### config.mk
export PLATFORM = sky130hd
export DESIGN_NAME = add_seq_ctrl
export DESIGN_NICKNAME = d
export VERILOG_FILES = /design/src/rtl/add_seq_ctrl.sv
export SDC_FILE = /design/constraint.sdc
export NUM_CORES = 1
export LEC_CHECK = 0
export ABC_AREA = 0
export CAP_MARGIN = 20
export CORE_ASPECT_RATIO = 1.25
export CORE_MARGIN = 8
export CORE_UTILIZATION = 50
export DETAILED_ROUTE_END_ITERATION = 8
export MAX_ROUTING_LAYER = met4
export PLACE_DENSITY = 0.9
export SETUP_SLACK_MARGIN = 0.05
export SLEW_MARGIN = 20
export SYNTH_ARGS = -nofsm -noshare
export SYNTH_HDL_FRONTEND = slang
export SYNTH_SLANG_ARGS = --single-unit
### constraint.sdc
create_clock -name clock -period 3.05 [get_ports clock]
set_input_delay 0.7625 -clock clock [delete_from_list [all_inputs] [get_ports clock]]
set_output_delay 0.7625 -clock clock [all_outputs]
set_load 0.01 [all_outputs]
### src/rtl/add_seq_ctrl.sv
// Word-serial multi-word adder: one shared 32-bit adder, LSW first, WORDS+1 cycles start-to-done.
// Optional `ADD_SEQ_SUB_EN adds a sub input selecting a + ~b + 1.
module add_seq_ctrl #(
    parameter int unsigned WORDS = 4
) (
    input  logic                  clock,
    input  logic                  reset,
    input  logic                  start,
    input  logic [32*WORDS-1:0]   a,
    input  logic [32*WORDS-1:0]   b,
    input  logic                  ci,
`ifdef ADD_SEQ_SUB_EN
    input  logic                  sub,
`endif
    output logic                  busy,
    output logic                  done,
    output logic [32*WORDS-1:0]   s,
    output logic                  co
);

    localparam int unsigned W    = 32 * WORDS;
    localparam int unsigned IdxW = $clog2(WORDS);
    localparam logic [IdxW-1:0] LastIdx = IdxW'(WORDS - 1);

    typedef enum logic [1:0] {StIdle, StRun, StDone} state_e;

    state_e          state_q, state_d;
    logic [W-1:0]    a_q, b_q, s_q;
    logic [IdxW-1:0] idx_q;
    logic            carry_q, co_q, busy_q, done_q;
    logic [W-1:0]    b_in;
    logic            c_in;
    logic [31:0]     word_sum;
    logic            word_co;

`ifdef ADD_SEQ_SUB_EN
    assign b_in = sub ? ~b : b;
    assign c_in = sub ? 1'b1 : ci;
`else
    assign b_in = b;
    assign c_in = ci;
`endif

    // Operands are shifted right each RUN cycle, so the shared adder always sees the low word.
    assign {word_co, word_sum} = {1'b0, a_q[31:0]} + {1'b0, b_q[31:0]} + {32'b0, carry_q};

    always_comb begin
        state_d = state_q;
        unique case (state_q)
            StIdle:  if (start) state_d = StRun;
            StRun:   if (idx_q == LastIdx) state_d = StDone;
            StDone:  state_d = StIdle;
            default: state_d = StIdle;
        endcase
    end

    always_ff @(posedge clock) begin
        if (reset) begin
            state_q <= StIdle;
            a_q     <= '0;
            b_q     <= '0;
            s_q     <= '0;
            idx_q   <= '0;
            carry_q <= 1'b0;
            co_q    <= 1'b0;
            busy_q  <= 1'b0;
            done_q  <= 1'b0;
        end else begin
            state_q <= state_d;
            busy_q  <= (state_d != StIdle);
            done_q  <= (state_d == StDone);
            case (state_q)
                StIdle: begin
                    if (start) begin
                        a_q     <= a;
                        b_q     <= b_in;
                        carry_q <= c_in;
                        idx_q   <= '0;
                    end
                end
                StRun: begin
                    // Result words enter at the top; after WORDS shifts word 0 sits at the bottom.
                    s_q     <= {word_sum, s_q[W-1:32]};
                    a_q     <= {32'b0, a_q[W-1:32]};
                    b_q     <= {32'b0, b_q[W-1:32]};
                    carry_q <= word_co;
                    idx_q   <= idx_q + IdxW'(1);
                    if (idx_q == LastIdx) co_q <= word_co;
                end
                default: ;
            endcase
        end
    end

    assign busy = busy_q;
    assign done = done_q;
    assign s    = s_q;
    assign co   = co_q;

endmodule

==> metrics, run 1 <==
status finished, final reports clean; mean post-synth cell area 7.88 µm²; Multi-input gate area 0.00814 mm²; max_cap viols 0; Non-Filler Instances 2853; Critical Path RT 3500 ps; async set or reset register ratio after synthesis 0%; Rows 74; vias in the first global route 16000; Max Fclk 352 MHz; Clock Latency Late Sink 540 ps; Resized Gates After CTS 0; largest net degree at the start of global routing 148; total core area 0.0328 mm²; arrival time of the worst setup path 3300 ps; internal power 9.14 mW; Slew Viols, Final 0; Detail Route Antenna Nets 0; Seq pwr share 45.7%; FF+latch count, synth 392; CTS tree done; RSZ-0062 raised after global routing no; GRT Total Usage 28.3%; root buffer cell clkbuf_16; startpoint type of the worst setup path flop; Wirelength per Cell 20.0 µm; cts hold-fix bufs 0; Initial Util 50.8%; IO Pins 391; Synth Net Count 2407; Max VDD drop 386 µV; first-pass GRT wire length 86.8 mm; r2r startpoint b_q[16]; DRC 0; EDFF count, synth 0; Post-CTS Setup Inserts 0; share of cells above drive strength 1 4.47%; die area 0.0394 mm²; initial antenna violation count 11; Comb pwr share 14.7%; DP HPWL 41.0 mm; H-tree level count 2; Post-Synthesis Cells 2113; min cycle time layout 2840 ps; GP Congestion 0.945; CTS Buf Count 39; IO buf count 390; clock skew 21.2 ps; detailed-route wire length 57.1 mm; Hold WC Path Type flop to flop; Synth Flop Type dfxtp_1; Critical Path Fanout Max 6; slew margin rel. 32.0%; Clock Tree Buf Depth 3; synth unique cells 62; Sw Pwr 3.31 mW; Hold Fails Final Rpt 0; total number of vias 16700; sw frac 26.6%; FILL cells 2509; Die Ht 220 µm; DR pass1 iterations 5; Sum Neg Setup Slack 0 ps; Worst Hold Launch s[19]; Detailed Route Iter0 Violations 1722; PD cells 563 mW/mm²; placed cell count 2766; clock slew at reported path FFs 60 ps; Ys Warns 0; Util after Layout 67.4%; leak pwr 8.31 nW; # setup viols final 0; Cell Area, Synth 0.0166 mm²; Clk pwr share 39.6%; worst-margin pin slew 1020 ps; grt total ovfl 0; Crit. End Element flop; Via-to-Cell Ratio 5.85; Area Growth Syn to Fin 32.8%; final worst path period share 93.2%; clock sink count 392; part of the Yosys area used for sequential elements 47.1%; Chip Width 179 µm; critical path type flop to flop; crit path from b_q[16]; fin nets 2683; Storage cell area 0.00785 mm²
[layout by cell type (no fill, tap or decap), types with 17 or more instances in the layout]
cell	n
dfxtp_1	392
clkdlybuf4s50_1	389
a21oi_1	145
a311oi_1	194
buf_4	17
diode_2	17
nor2_1	282
a22oi_1	66
o21ai_0	27
clkbuf_16	39
a21o_1	18
ha_1	32
nand2_1	628
[state kept, by name, indices dropped and copies added (netlist names)]
name	count
carry_q	1
co	1
busy	1
idx_q	2
b_q	128
done	1
s	128
state_q	2
a_q	128
[critical path: stages (launching register included)]
cell      delay, ps
dfxtp_1         460
ha_1            380
a21o_1          220
a211oi_1        280
o21ai_1         150
a311oi_1        630
o21ai_0         250
o21a_1          240
o31ai_2         160
[cell usage after synthesis, types with 3 or more instances]
cell | number | area share, %
a22oi_1 | 66 | 3.0
a31oi_1 | 4 | 0.15
and2_1 | 3 | 0.11
clkbuf_1 | 167 | 3.8
inv_1 | 6 | 0.14
nand3b_1 | 6 | 0.27
a211oi_1 | 8 | 0.36
dfxtp_1 | 392 | 47
nor3_1 | 12 | 0.36
o31ai_1 | 3 | 0.14
o21a_1 | 3 | 0.14
nand2b_1 | 4 | 0.15
nand4_1 | 9 | 0.34
o21bai_1 | 5 | 0.23
nor2_1 | 284 | 6.4
ha_1 | 32 | 2.4
buf_1 | 11 | 0.25
xnor2_1 | 12 | 0.63
a21oi_1 | 146 | 4.4
a21o_1 | 18 | 0.81
and3_1 | 3 | 0.11
a311oi_1 | 194 | 10
a211o_1 | 5 | 0.26
nand2_1 | 628 | 14
nand3_1 | 9 | 0.27
xor2_1 | 4 | 0.21
nor2b_1 | 3 | 0.11
o21ai_0 | 27 | 0.81
or3_1 | 6 | 0.23
[through the flow]
step	power, mW	worst slack [ps]	hold slack [ps]	cell area (µm²)
final	12.4	207	452	22100
after global routing	12.9	56.1	478	22100
after CTS	12.5	112	455	22100
after detailed placement	7.60	120	447	20800
after global placement	7.55	174	441	20800
after floorplan	6.73	335	459	16600
[metal layers]
metal  vias up  track usage [%]  wire, µm
met5         -                -         0
met4         0             14.6      2820
met3       142             4.73      4190
met2       850             46.0     27400
met1      7755             33.5     22600
li1       7946                -         -
[path summary, 6_finish.rpt]
path / to / slack (ps) / depth (start not counted)
max: s[127] / 210 / 8
min: s[19] / 450 / 2
min reg2reg: s[19] / 450 / 2
max reg2reg: s[127] / 210 / 8
[power groups by stage]
stage | Sequential [mW] | Clock [mW] | Combinational [mW]
2_1_floorplan | 5.71 | 0 | 1.02
6_report | 5.69 | 4.92 | 1.83
5_1_grt | 5.72 | 5.20 | 1.99
3_3_place_gp | 5.79 | 0 | 1.76
3_5_place_dp | 5.80 | 0 | 1.80
4_1_cts | 5.69 | 4.98 | 1.81
[cells by family (layout without fill, tap and decap cells)]
| logic type | after synthesis | count (layout) | synth area share, % |
|---|---|---|---|
| AND/OR/NAND/NOR | 975 | 975 | 22.9 |
| XOR/XNOR | 16 | 16 | 0.842 |
| buffers and inverters | 188 | 493 | 4.28 |
| adder cells (fa/ha/maj) | 34 | 34 | 2.65 |
| multiplexers | 1 | 1 | 0.0601 |
| AO/OA/AOI/OAI | 507 | 507 | 22.1 |
| flip-flops | 392 | 392 | 47.1 |
| other | 0 | 17 | 0 |
[layout make-up]
type,count,share of cell area [%]
Inverter,6,0.102
Timing Repair Buffer,417,19.2
Clock buffer,53,4.79
Antenna cell,17,0.192
Sequential cell,392,35.5
Multi-Input combinational cell,1533,36.8
Tap cell,418,2.37
Clock inverter,17,1.06
Power figures use the tool's default switching activity.
==> inputs of run 2 (changes only) <==
--- a/config.mk
+++ b/config.mk
@@ -10,10 +10,12 @@
 export CORE_ASPECT_RATIO = 1.25
 export CORE_MARGIN = 8
 export CORE_UTILIZATION = 50
+export CTS_CLUSTER_SIZE = 28
 export DETAILED_ROUTE_END_ITERATION = 8
 export MAX_ROUTING_LAYER = met4
 export PLACE_DENSITY = 0.9
 export SETUP_SLACK_MARGIN = 0.05
+export SKIP_CTS_REPAIR_TIMING = 1
 export SLEW_MARGIN = 20
 export SYNTH_ARGS = -nofsm -noshare
 export SYNTH_HDL_FRONTEND = slang
==> results of run 2 <==
Final layout, timing and power as in run 1 (identical DEF).
